### src/rtl/pcie_io_ep_req_engine.sv
// -----------------------------------------------------------------------------
// pcie_io_ep_req_engine
//
// Request side of the PCIe IO endpoint. Takes 64-bit AXI4-Stream request TLPs
// from the PCIe core RX and decodes single-DW memory requests (MWr32, MWr64,
// MRd32, MRd64, each with length 1). Writes go to the endpoint memory write
// port and are posted. Reads use the memory read port and hand the data plus
// the header fields to the TX completion engine over a valid/ready pair.
// Every other TLP is consumed and discarded.
//
// Optional build macro: PCIE_IO_EP_REQ_STAT_EN
//   defined     : saturating 16-bit write / read / drop statistics counters
//   not defined : counters are not built and o_cnt_* are tied to 0
//
// Parameter
//   abits        memory word-address width (word address = TLP addr[abits+1:2])
//
// Ports
//   i_nrst       synchronous reset, active low
//   i_clk        clock, all logic on the rising edge
//   i_rx_tdata   RX beat, DW0 in [31:0], DW1 in [63:32]
//   i_rx_tkeep   RX byte enables (checked on the write payload DW only)
//   i_rx_tlast   last beat of a TLP
//   i_rx_tvalid  RX beat valid
//   o_rx_tready  RX beat accepted when valid and ready are both high
//   o_rd_addr    memory read word address (registered)
//   o_rd_be      memory read byte enables (first BE)
//   i_rd_data    memory read data, one cycle after the address is sampled
//   o_wr_addr    memory write word address
//   o_wr_be      memory write byte strobes (first BE)
//   o_wr_data    memory write data, payload DW as received
//   o_wr_en      single-cycle write strobe
//   i_wr_busy    memory write still in progress
//   o_cpl_valid  completion request pending
//   i_cpl_ready  TX engine takes the completion
//   o_cpl_rid    requester ID
//   o_cpl_tag    tag
//   o_cpl_tc     traffic class
//   o_cpl_attr   attributes
//   o_cpl_len    length in DW (always 1)
//   o_cpl_be     first BE
//   o_cpl_laddr  lower address for the completion header
//   o_cpl_data   read data
//   o_cnt_wr     writes issued
//   o_cnt_rd     completions handed over
//   o_cnt_drop   TLPs dropped or drained
// -----------------------------------------------------------------------------
module pcie_io_ep_req_engine #(
    parameter int abits = 11
) (
    input  logic             i_nrst,
    input  logic             i_clk,
    input  logic [63:0]      i_rx_tdata,
    input  logic [7:0]       i_rx_tkeep,
    input  logic             i_rx_tlast,
    input  logic             i_rx_tvalid,
    output logic             o_rx_tready,
    output logic [abits-1:0] o_rd_addr,
    output logic [3:0]       o_rd_be,
    input  logic [31:0]      i_rd_data,
    output logic [abits-1:0] o_wr_addr,
    output logic [3:0]       o_wr_be,
    output logic [31:0]      o_wr_data,
    output logic             o_wr_en,
    input  logic             i_wr_busy,
    output logic             o_cpl_valid,
    input  logic             i_cpl_ready,
    output logic [15:0]      o_cpl_rid,
    output logic [7:0]       o_cpl_tag,
    output logic [2:0]       o_cpl_tc,
    output logic [1:0]       o_cpl_attr,
    output logic [9:0]       o_cpl_len,
    output logic [3:0]       o_cpl_be,
    output logic [6:0]       o_cpl_laddr,
    output logic [31:0]      o_cpl_data,
    output logic [15:0]      o_cnt_wr,
    output logic [15:0]      o_cnt_rd,
    output logic [15:0]      o_cnt_drop
);

    typedef enum logic [3:0] {
        S_IDLE, S_HDR3, S_HDR4, S_DATA4, S_WR, S_WR_WAIT, S_RD0, S_RD1, S_CPL, S_DRAIN
    } state_t;

    state_t r_state;
    state_t w_state_next;

    // Captured request fields
    logic        r_is_wr;
    logic [2:0]  r_tc;
    logic [1:0]  r_attr;
    logic [9:0]  r_len;
    logic [15:0] r_rid;
    logic [7:0]  r_tag;
    logic [3:0]  r_fbe;
    logic [29:0] r_addr;     // TLP address bits [31:2]
    logic [31:0] r_data;
    logic [31:0] r_cpl_data;
    logic        r_xtra;     // beats follow the last expected beat

    // Control from the next-state decode
    logic w_beat;
    logic w_tready_st;
    logic w_drop;
    logic w_cap_hdr;
    logic w_cap_a3;
    logic w_cap_a4;
    logic w_cap_dhi;
    logic w_cap_dlo;
    logic w_last_ok;

    // Beat-0 header decode
    logic [1:0] w_fmt;
    logic [4:0] w_type;
    logic [9:0] w_len;
    logic       w_supported;
    logic       w_keep_hi;
    logic       w_keep_lo;
    logic [1:0] w_off;

    assign w_fmt       = i_rx_tdata[30:29];
    assign w_type      = i_rx_tdata[28:24];
    assign w_len       = i_rx_tdata[9:0];
    assign w_supported = (w_type == 5'd0) && (w_len == 10'd1);
    assign w_keep_hi   = &i_rx_tkeep[7:4];
    assign w_keep_lo   = &i_rx_tkeep[3:0];
    assign w_beat      = i_rx_tvalid & o_rx_tready;

    // ---------------- state register ----------------
    always_ff @(posedge i_clk) begin
        if (!i_nrst) begin
            r_state <= S_IDLE;
        end else begin
            r_state <= w_state_next;
        end
    end

    // ---------------- next-state decode ----------------
    always_comb begin
        w_state_next = r_state;
        w_drop       = 1'b0;
        w_cap_hdr    = 1'b0;
        w_cap_a3     = 1'b0;
        w_cap_a4     = 1'b0;
        w_cap_dhi    = 1'b0;
        w_cap_dlo    = 1'b0;
        w_last_ok    = 1'b0;
        case (r_state)
            S_IDLE: begin
                if (w_beat) begin
                    if (i_rx_tlast) begin
                        // A request can never fit in one beat
                        w_drop = 1'b1;
                    end else if (!w_supported) begin
                        w_drop       = 1'b1;
                        w_state_next = S_DRAIN;
                    end else begin
                        w_cap_hdr    = 1'b1;
                        w_state_next = w_fmt[0] ? S_HDR4 : S_HDR3;
                    end
                end
            end
            S_HDR3: begin
                if (w_beat) begin
                    if (r_is_wr) begin
                        if (!w_keep_hi) begin
                            w_drop       = 1'b1;
                            w_state_next = i_rx_tlast ? S_IDLE : S_DRAIN;
                        end else begin
                            w_cap_a3     = 1'b1;
                            w_cap_dhi    = 1'b1;
                            w_last_ok    = 1'b1;
                            w_state_next = S_WR;
                        end
                    end else begin
                        w_cap_a3     = 1'b1;
                        w_last_ok    = 1'b1;
                        w_state_next = S_RD0;
                    end
                end
            end
            S_HDR4: begin
                if (w_beat) begin
                    if (r_is_wr) begin
                        if (i_rx_tlast) begin
                            // MWr64 ended before its payload beat
                            w_drop       = 1'b1;
                            w_state_next = S_IDLE;
                        end else begin
                            w_cap_a4     = 1'b1;
                            w_state_next = S_DATA4;
                        end
                    end else begin
                        w_cap_a4     = 1'b1;
                        w_last_ok    = 1'b1;
                        w_state_next = S_RD0;
                    end
                end
            end
            S_DATA4: begin
                if (w_beat) begin
                    if (!w_keep_lo) begin
                        w_drop       = 1'b1;
                        w_state_next = i_rx_tlast ? S_IDLE : S_DRAIN;
                    end else begin
                        w_cap_dlo    = 1'b1;
                        w_last_ok    = 1'b1;
                        w_state_next = S_WR;
                    end
                end
            end
            S_WR: begin
                w_state_next = S_WR_WAIT;
            end
            S_WR_WAIT: begin
                if (!i_wr_busy) begin
                    if (r_xtra) begin
                        w_drop       = 1'b1;
                        w_state_next = S_DRAIN;
                    end else begin
                        w_state_next = S_IDLE;
                    end
                end
            end
            S_RD0: begin
                w_state_next = S_RD1;
            end
            S_RD1: begin
                w_state_next = S_CPL;
            end
            S_CPL: begin
                if (i_cpl_ready) begin
                    if (r_xtra) begin
                        w_drop       = 1'b1;
                        w_state_next = S_DRAIN;
                    end else begin
                        w_state_next = S_IDLE;
                    end
                end
            end
            S_DRAIN: begin
                if (w_beat && i_rx_tlast) begin
                    w_state_next = S_IDLE;
                end
            end
            default: begin
                w_state_next = S_IDLE;
            end
        endcase
    end

    // ---------------- state-decoded outputs ----------------
    always_comb begin
        w_tready_st = 1'b0;
        o_wr_en     = 1'b0;
        o_cpl_valid = 1'b0;
        case (r_state)
            S_IDLE, S_HDR3, S_HDR4, S_DATA4, S_DRAIN: w_tready_st = 1'b1;
            S_WR:                                    o_wr_en     = 1'b1;
            S_CPL:                                   o_cpl_valid = 1'b1;
            default: ;
        endcase
    end

    // Ready is forced low while reset is held, not only after the reset edge
    assign o_rx_tready = w_tready_st & i_nrst;

    // ---------------- request datapath ----------------
    always_ff @(posedge i_clk) begin
        if (!i_nrst) begin
            r_is_wr    <= 1'b0;
            r_tc       <= '0;
            r_attr     <= '0;
            r_len      <= '0;
            r_rid      <= '0;
            r_tag      <= '0;
            r_fbe      <= '0;
            r_addr     <= '0;
            r_data     <= '0;
            r_cpl_data <= '0;
            r_xtra     <= 1'b0;
        end else begin
            if (w_cap_hdr) begin
                r_is_wr <= w_fmt[1];
                r_tc    <= i_rx_tdata[22:20];
                r_attr  <= i_rx_tdata[13:12];
                r_len   <= w_len;
                r_rid   <= i_rx_tdata[63:48];
                r_tag   <= i_rx_tdata[47:40];
                r_fbe   <= i_rx_tdata[35:32];
                r_xtra  <= 1'b0;
            end
            if (w_cap_a3) begin
                r_addr <= i_rx_tdata[31:2];
            end
            if (w_cap_a4) begin
                // Upper 32 address bits of a 4DW header are ignored
                r_addr <= i_rx_tdata[63:34];
            end
            if (w_cap_dhi) begin
                r_data <= i_rx_tdata[63:32];
            end
            if (w_cap_dlo) begin
                r_data <= i_rx_tdata[31:0];
            end
            if (w_last_ok) begin
                r_xtra <= ~i_rx_tlast;
            end
            if (r_state == S_RD1) begin
                r_cpl_data <= i_rd_data;
            end
        end
    end

    // Lower address: byte offset of the first enabled byte
    always_comb begin
        w_off = 2'b00;
        if (r_fbe[0] || (r_fbe == 4'b0000)) begin
            w_off = 2'b00;
        end else if (r_fbe[1]) begin
            w_off = 2'b01;
        end else if (r_fbe[2]) begin
            w_off = 2'b10;
        end else begin
            w_off = 2'b11;
        end
    end

    // Truncation to abits gives the modulo-2^abits address wrap
    assign o_rd_addr   = r_addr[abits-1:0];
    assign o_rd_be     = r_fbe;
    assign o_wr_addr   = r_addr[abits-1:0];
    assign o_wr_be     = r_fbe;
    assign o_wr_data   = r_data;
    assign o_cpl_rid   = r_rid;
    assign o_cpl_tag   = r_tag;
    assign o_cpl_tc    = r_tc;
    assign o_cpl_attr  = r_attr;
    assign o_cpl_len   = r_len;
    assign o_cpl_be    = r_fbe;
    assign o_cpl_laddr = {r_addr[4:0], w_off};
    assign o_cpl_data  = r_cpl_data;

    // ---------------- statistics ----------------
`ifdef PCIE_IO_EP_REQ_STAT_EN
    logic [2:0]  w_cnt_ev;
    logic [47:0] w_cnt_all;

    assign w_cnt_ev[0] = (r_state == S_WR);
    assign w_cnt_ev[1] = (r_state == S_CPL) && i_cpl_ready;
    assign w_cnt_ev[2] = w_drop;

    genvar gi;
    generate
        for (gi = 0; gi < 3; gi++) begin : g_cnt
            logic [15:0] r_cnt;
            always_ff @(posedge i_clk) begin
                if (!i_nrst) begin
                    r_cnt <= '0;
                end else if (w_cnt_ev[gi] && (r_cnt != 16'hFFFF)) begin
                    r_cnt <= r_cnt + 16'd1;
                end
            end
            assign w_cnt_all[gi*16 +: 16] = r_cnt;
        end
    endgenerate

    assign o_cnt_wr   = w_cnt_all[15:0];
    assign o_cnt_rd   = w_cnt_all[31:16];
    assign o_cnt_drop = w_cnt_all[47:32];

    logic w_unused;
    assign w_unused = ^{i_rx_tdata[1:0], r_addr};
`else
    assign o_cnt_wr   = '0;
    assign o_cnt_rd   = '0;
    assign o_cnt_drop = '0;

    logic w_unused;
    assign w_unused = ^{i_rx_tdata[1:0], r_addr, w_drop};
`endif

endmodule

### config.mk
export PLATFORM = sky130hd
export DESIGN_NAME = pcie_io_ep_req_engine
export DESIGN_NICKNAME = d
export VERILOG_FILES = /design/src/rtl/pcie_io_ep_req_engine.sv
export SDC_FILE = /design/constraint.sdc
export NUM_CORES = 1
export LEC_CHECK = 0
export CORE_MARGIN = 1.5
export CORE_UTILIZATION = 42
export CTS_CLUSTER_DIAMETER = 30
export CTS_CLUSTER_SIZE = 16
export DETAILED_ROUTE_END_ITERATION = 10
export PLACE_DENSITY = 0.83
export SYNTH_ARGS = -nofsm -noshare
export SYNTH_HDL_FRONTEND = slang
export SYNTH_SLANG_ARGS = --single-unit
### constraint.sdc
create_clock -name i_clk -period 3.9 [get_ports i_clk]
set_clock_uncertainty 0.15 [all_clocks]
set_input_delay 1.17 -clock i_clk [delete_from_list [all_inputs] [get_ports i_clk]]
set_output_delay 1.17 -clock i_clk [all_outputs]
set_load 0.1 [all_outputs]
# Yosys cells after proc, flatten, opt, wreduce, memory -nomap -nowiden
# Index checks and enable logic that the tools add are counted.
# totals
regBits	124
input_bits	110
output_inout_bits	195
word_cells	97
# op_classes
eq_ne	18
n_mux	51
n_bitwise	3
reduce_logical	13
# ops
operator	count
two-way mux 32 bit	2
two-way mux 4 bit	15
one-hot mux 4 bit (10 select lines)	1
two-way mux 1 bit	26
two-way mux 11 bit	2
== test 4 x 3 -> 1 bit (second input constant)	4
!= test 2 bit (second input constant)	8
== test 10 x 1 -> 1 bit (second input constant)	1
== test 4 x 2 -> 1 bit (second input constant)	2
== test 4 bit (second input constant)	2
logical NOT 4 bit	2
two-way mux 2 bit	4
AND reduction 4 bit	2
AND reduction 8 bit	1
nonzero test 2 bit	3
logical NOT 5 bit	1
OR reduction 5 bit	1
== test 4 x 1 -> 1 bit (second input constant)	1
one-hot mux 1 bit (3 select lines)	1
AND 1 bit	2
logical AND 1 bit	2
logical OR 1 bit	1
NOT 1 bit	1

# Depth between registers and ports, before layout
# Gate-level depths: netlist of the first run.
# depth
word_depth	9
mapped_depth	7
depth_no_buf	5

# Worst setup path after synthesis of the first run
# No wires, ideal clock.
# synth_timing
kind	input to output
start	in i_nrst
end	out o_rx_tready
t_arrival_ps	3554
t_required_ps	2580
slack_ps	-974
path_stages	2
path_buffers	0
cell_sequence	nor2b_1 -> a21boi_0
# synth_between
elab_chain_len	1
# synth_lines
element	line_no	source
start: declaration	51	input logic i_nrst,
AND 1 bit	266	assign o_rx_tready = w_tready_st & i_nrst;
end: declaration	57	output logic o_rx_tready,
# Every way passes these cells.

# Final worst setup path of the first run
# Same ends and word-level chain as after synthesis.

==> summary.md, run 1 <==
| Metric | Value |
|---|---|
| EDFF count, synth | 0 |
| Largest area contributor in the netlist | dfxtp_1 |
| Buffers added on ports | 256 |
| Net Sw Power | 1.33 mW |
| Final Non-Filler Cells | 1,060 |
| # rows | 41 |
| Maximum clock rate | 299 MHz |
| Hold Startpoint | o_wr_data[10] |
| Tcrit/Tclk final | 85.8% |
| Ant. Diodes | 0 |
| Pwr per Cell Area | 468 nW/um^2 |
| Lkg Pwr | 3.48 nW |
| Routed WL | 15,900 um |
| P_int | 2.46 mW |
| Root Driver | clkbuf_16 |
| Worst-Skew Late Latency | 410 ps |
| Placed Area | 7540 um^2 |
| DRT Pass-1 Iters | 4 |
| Setup Fix Bufs, Post-CTS | 0 |
| Post-CTS Resized | 0 |
| Via count | 5,184 |
| Worst Tran Pin Value | 812 ps |
| Initial Util | 43.4% |
| TritonCTS Sinks | 124 |
| Area grow syn2layout | 46.4% |
| Critical path fanouts, max | 4 |
| GP Congestion | 0.824 |
| Worst VDD drop | 324 uV |
| Largest net degree at the start of global routing | 59 |
| Hpwl dp | 11,400 um |
| CORE AREA | 12,700 um^2 |
| Fin Setup TNS | 0 ps |
| Top-area cell type share of the netlist area | 44.9% |
| Synth Instances | 655 |
| Setup Crit Path Kind | in -> out |
| Prevailing post-synth register cell | dfxtp_1 |
| Total congestion overflow | 0 |
| Final WS setup | 555 ps |
| Post-CTS Hold Buffers | 0 |
| Dpl cells | 1,028 |
| DRT iter0 DRCs | 426 |
| Slew HR | 45.7% |
| Mapped Area | 5530 um^2 |
| Final setup viols | 0 |
| Switching share of power | 35.0% |
| Hold Path Cell Cnt | 2 |
| Crit path from | i_nrst |
| Reg2Reg Depth | 5 |
| Die area | 13,900 um^2 |
| Htree depth | 4 |
| Ys async rst share | 0% |
| Post-route ant nets | 0 |
| Layout cell share with drive strength beyond 1 | 23.8% |
| Yosys cell types | 47 |
| Avg Inst Size Synth | 8.44 um^2 |
| Worst-path clk slew | 60 ps |
| CTS Buffer Depth | 2 |
| First-pass GRT wire length | 25,400 um |
| Number of global-route vias before repair | 4,902 |
| Die height | 118 um |
| Register area share after synthesis | 44.9% |
| Post-layout min period | 3340 ps |
| Commonest non-fill, non-tap cells in the layout | nand2_1 (210), buf_4 (158), dfxtp_1 (124) |
| Slew Viols, Final | 0 |
| Die W | 118 um |
| Comb pwr share | 25.2% |
| Top Ports | 305 |
| Yosys warnings | 0 |
| RSZ-0062 raised after global routing | false |
| Antenna violations before repair | 0 |
| Reg2reg start | r_state[0] |
| Wire per inst | 15.0 um |
| CTS tree | done |
| GRT Total Usage | 23.1% |
| Final Cell Area | 8090 um^2 |
| #FFs+latches synth | 124 |
| Main area contributors after synthesis | dfxtp_1 (45%), nand2_1 (14%), buf_4 (9.9%) |
| Drt drc | 0 |
| Avg Vias per Cell | 4.89 |
| Critical Path Start Type | input pin |
| Fin. Hold Viols | 0 |
| Fin nets | 985 |
| Worst setup EP type | output pin |
| Most common cell after layout, fill and taps aside | nand2_1 |
| Pre-CTS setup slack | 224 ps |
| Share of power burned in registers | 36.0% |
| Hold Crit Class | reg -> reg |
| Max cap viols | 0 |
| WP data arrival | 2020 ps |
| Critical path data required time | 2580 ps |
| Cts bufs inserted | 17 |
| Status | complete, no violations |
| Clk pwr share | 38.8% |
[stage by stage]
stage / util [%] / power, mW / hold slack (ps)
global placement: 59.2 / 2.34 / 276
CTS: 63.6 / 3.81 / 288
global route: 63.6 / 3.93 / 304
detailed placement: 59.2 / 2.34 / 280
floorplan: - / 2.14 / 401
finish: 63.6 / 3.78 / 286
[cell usage after synthesis (2+ instances only)]
| cell type | instances |
|---|---|
| a211oi_1 | 2 |
| a21boi_0 | 54 |
| a21boi_1 | 24 |
| a21oi_1 | 5 |
| a22oi_1 | 43 |
| a311oi_1 | 2 |
| a31oi_1 | 4 |
| and3_1 | 10 |
| buf_2 | 4 |
| buf_4 | 73 |
| buf_6 | 4 |
| clkbuf_1 | 33 |
| dfxtp_1 | 124 |
| inv_1 | 4 |
| nand2_1 | 210 |
| nand2b_1 | 4 |
| nand4_1 | 2 |
| nand4b_1 | 2 |
| nor2_1 | 6 |
| nor3_1 | 8 |
| nor4_2 | 2 |
| nor4_4 | 2 |
| o21a_1 | 4 |
| o21ai_0 | 5 |
| o21bai_1 | 2 |
[power groups by stage]
stage          Combinational (mW)  Clock [mW]  Sequential (mW)
2_1_floorplan               0.685           0             1.45
3_3_place_gp                0.950           0             1.39
3_5_place_dp                0.951           0             1.39
4_1_cts                     0.953        1.50             1.36
5_1_grt                     0.999        1.57             1.37
6_report                    0.952        1.47             1.36
[sequential cells by signal (all words and copies together), names as in the netlist]
register    cells
o_cpl_attr      2
o_cpl_be        4
o_cpl_data     32
o_cpl_len      10
o_cpl_rid      16
o_cpl_tag       8
o_cpl_tc        3
o_wr_data      32
r_addr         11
r_is_wr         1
r_state         4
r_xtra          1
[final timing paths]
kind | to | slack [ps]
setup / recovery | o_rx_tready | 560
hold / removal | o_wr_data[10] | 290
setup reg to reg | r_xtra | 1330
hold reg to reg | o_wr_data[10] | 290
[worst max-delay path: stages]
cell,delay (ps)
buf_2,110
nor2b_1,200
a21boi_1,320
buf_12,220
[layout make-up]
class,instances,area (um^2)
Multi-Input combinational cell,459,2510
Sequential cell,124,2480
Fill cell,1105,4630
Clock inverter,12,97.6
Tap cell,172,215
Timing Repair Buffer,269,2310
Inverter,4,15.0
Clock buffer,20,457
[cell families after synthesis]
logic type	Yosys count	share of synthesized area (%)
multiplexers	1	0.181
AO/OA/AOI/OAI	148	19.6
AND/OR/NAND/NOR	262	21.6
buffers and inverters	119	13.7
other	1	0.0679
flip-flops	124	44.9
[routing by layer]
layer | track usage, % | wire length [um] | vias up
met5 | 0 | 0 | -
met2 | 38.1 | 7660 | 245
li1 | - | - | 2527
met3 | 9.40 | 1580 | 21
met1 | 26.9 | 6360 | 2391
met4 | 8.23 | 266 | 0
(Power assumes the default switching activity.)
==> run 2, diff against run 1 <==
Settings changed: GPL_ROUTABILITY_DRIVEN set to 0, SKIP_CTS_REPAIR_TIMING set to 1.
==> results of run 2 <==
Same layout as run 1: the final DEF is identical, and so are final timing and power.
==> run 3, diff against run 2 <==
Settings changed: PLACE_DENSITY 0.83 to not set, PLACE_DENSITY_LB_ADDON set to 0.08, SLEW_MARGIN set to 0.
==> summary.md, run 3 (same netlist as run 1, synthesis figures left out) <==
| Metric | Value |
|---|---|
| Hold Startpoint | o_wr_data[15] |
| Worst-path clk slew | 50 ps |
| Maximum clock rate | 288 MHz |
| Routed WL | 16,400 um |
| Critical Path Start Type | input pin |
| Worst VDD drop | 302 uV |
| Top Ports | 305 |
| CP peak stage delay | 300 ps |
| Die W | 118 um |
| Via count | 5,127 |
| Wire per inst | 15.5 um |
| Critical path fanouts, max | 14 |
| Drt drc | 0 |
| Net Sw Power | 1.29 mW |
| TritonCTS Sinks | 124 |
| Reg2Reg Depth | 6 |
| Total congestion overflow | 0 |
| Setup Crit Path Kind | in -> out |
| Worst-Skew Late Latency | 410 ps |
| Fin nets | 984 |
| Hold Crit Class | reg -> reg |
| Initial Util | 43.4% |
| Register-to-register setup slack | 1320 ps |
| CTS tree | done |
| Area grow syn2layout | 47.2% |
| Slew HR | 47.3% |
| Critical Path Stages | 4 |
| Fillers | 1,130 |
| Slowest CP cell | a21boi_1 |
| CTS Buffer Depth | 2 |
| Final WS setup | 432 ps |
| Worst setup EP type | output pin |
| Number of global-route vias before repair | 4,930 |
| Buffers added on ports | 256 |
| Worst Tran Pin Value | 788 ps |
| CP top delay family | buffers and inverters |
| Htree depth | 4 |
| Die height | 118 um |
| CORE AREA | 12,700 um^2 |
| Lkg Pwr | 3.49 nW |
| Switching share of power | 33.0% |
| Status | complete, no violations |
| DRT iter0 DRCs | 306 |
| DRT Pass-1 Iters | 5 |
| GRT Total Usage | 23.7% |
| Clk pwr share | 41.0% |
| Avg Vias per Cell | 4.84 |
| Hpwl dp | 11,900 um |
| Ant. Diodes | 0 |
| Fin. Hold Viols | 0 |
| Die area | 13,900 um^2 |
| Hold Path Cell Cnt | 2 |
| Max cap viols | 0 |
| RSZ-0062 raised after global routing | false |
| Final setup viols | 0 |
| Comb pwr share | 24.3% |
| Layout cell share with drive strength beyond 1 | 23.2% |
| WP data arrival | 2150 ps |
| Root Driver | clkbuf_16 |
| Hold Path End | o_wr_data[15] |
| FF-to-FF End | o_cpl_rid[6] |
| Most common cell after layout, fill and taps aside | nand2_1 |
| Pre-CTS setup slack | 166 ps |
| Tot Pwr | 3.92 mW |
| Cts bufs inserted | 17 |
| Commonest non-fill, non-tap cells in the layout | nand2_1 (210), buf_4 (157), dfxtp_1 (124) |
| Post-route ant nets | 0 |
| Share of power burned in registers | 34.8% |
| Pwr per Cell Area | 482 nW/um^2 |
| Critical path data required time | 2580 ps |
| Tcrit/Tclk final | 88.9% |
| Slew Viols, Final | 0 |
| # rows | 41 |
| P_int | 2.63 mW |
| Reg2reg start | r_state[0] |
| Largest net degree at the start of global routing | 84 |
| CP Cell Sequence | buf_2 -> nor2b_1 -> a21boi_1 -> buf_12 |
| First-pass GRT wire length | 26,200 um |
| Crit path buffers/inverters | 2 |
| Post-layout min period | 3470 ps |
| Antenna violations before repair | 0 |
-- run 3: cell types whose count changed in the layout (fill, tap and decap cells not counted), sizes merged --
cell      change
clkinv        -7
clkbuf        +6
bufinv        +2
buf           -1
clkinvlp      -1
-- run 3: power groups by stage --
stage | clock [mW] | sequential (mW) | combinational (mW)
after floorplan | 0 | 1.45 | 0.685
after global placement | 0 | 1.39 | 0.946
after detailed placement | 0 | 1.39 | 0.950
after CTS | 1.63 | 1.36 | 0.952
after global routing | 1.69 | 1.37 | 0.995
final | 1.61 | 1.36 | 0.951
-- run 3: area by class of cell --
class                           instances  area (um^2)  share of cell area [%]
Timing Repair Buffer                  268         2300                    28.3
Clock buffer                           26          499                    6.14
Clock inverter                          6          108                    1.32
Sequential cell                       124         2480                    30.5
Inverter                                4         15.0                   0.185
Multi-Input combinational cell        459         2510                    30.9
Tap cell                              172          215                    2.65
-- run 3: tightest hold or removal path, cell delays in order, from the launching register on --
cell and delay [ps]:
dfxtp_1 300, nand2_1 50, nand2_1 40
-- run 3: worst max-delay path by stage --
stage | from | end | slack (ps)
after floorplan | i_nrst | o_rx_tready | -240
after global placement | i_rx_tdata[27] | o_cpl_rid[6] | 230
after detailed placement | i_rx_tdata[27] | o_cpl_tag[0] | 170
after CTS | i_nrst | o_rx_tready | 420
after global routing | i_nrst | o_rx_tready | 320
final | i_nrst | o_rx_tready | 430
-- run 3: per-layer routing --
| metal | vias up | track usage, % | wire [um] |
|---|---|---|---|
| met3 | 18 | 7.22 | 1250 |
| met4 | 0 | 8.84 | 227 |
| met2 | 212 | 39.4 | 8110 |
| met1 | 2382 | 28.9 | 6790 |
| met5 | - | 0 | 0 |
| li1 | 2515 | - | - |
-- run 3: metrics by stage --
stage	setup TNS [ps]	util [%]	hold WS (ps)	area, um^2	instances
floorplan	-245	-	401	5720	702
global placement	0	59.2	275	7530	1027
detailed placement	0	59.2	281	7530	1027
CTS	0	63.9	288	8140	1059
global route	0	63.9	300	8140	1059
finish	0	63.9	286	8140	1059
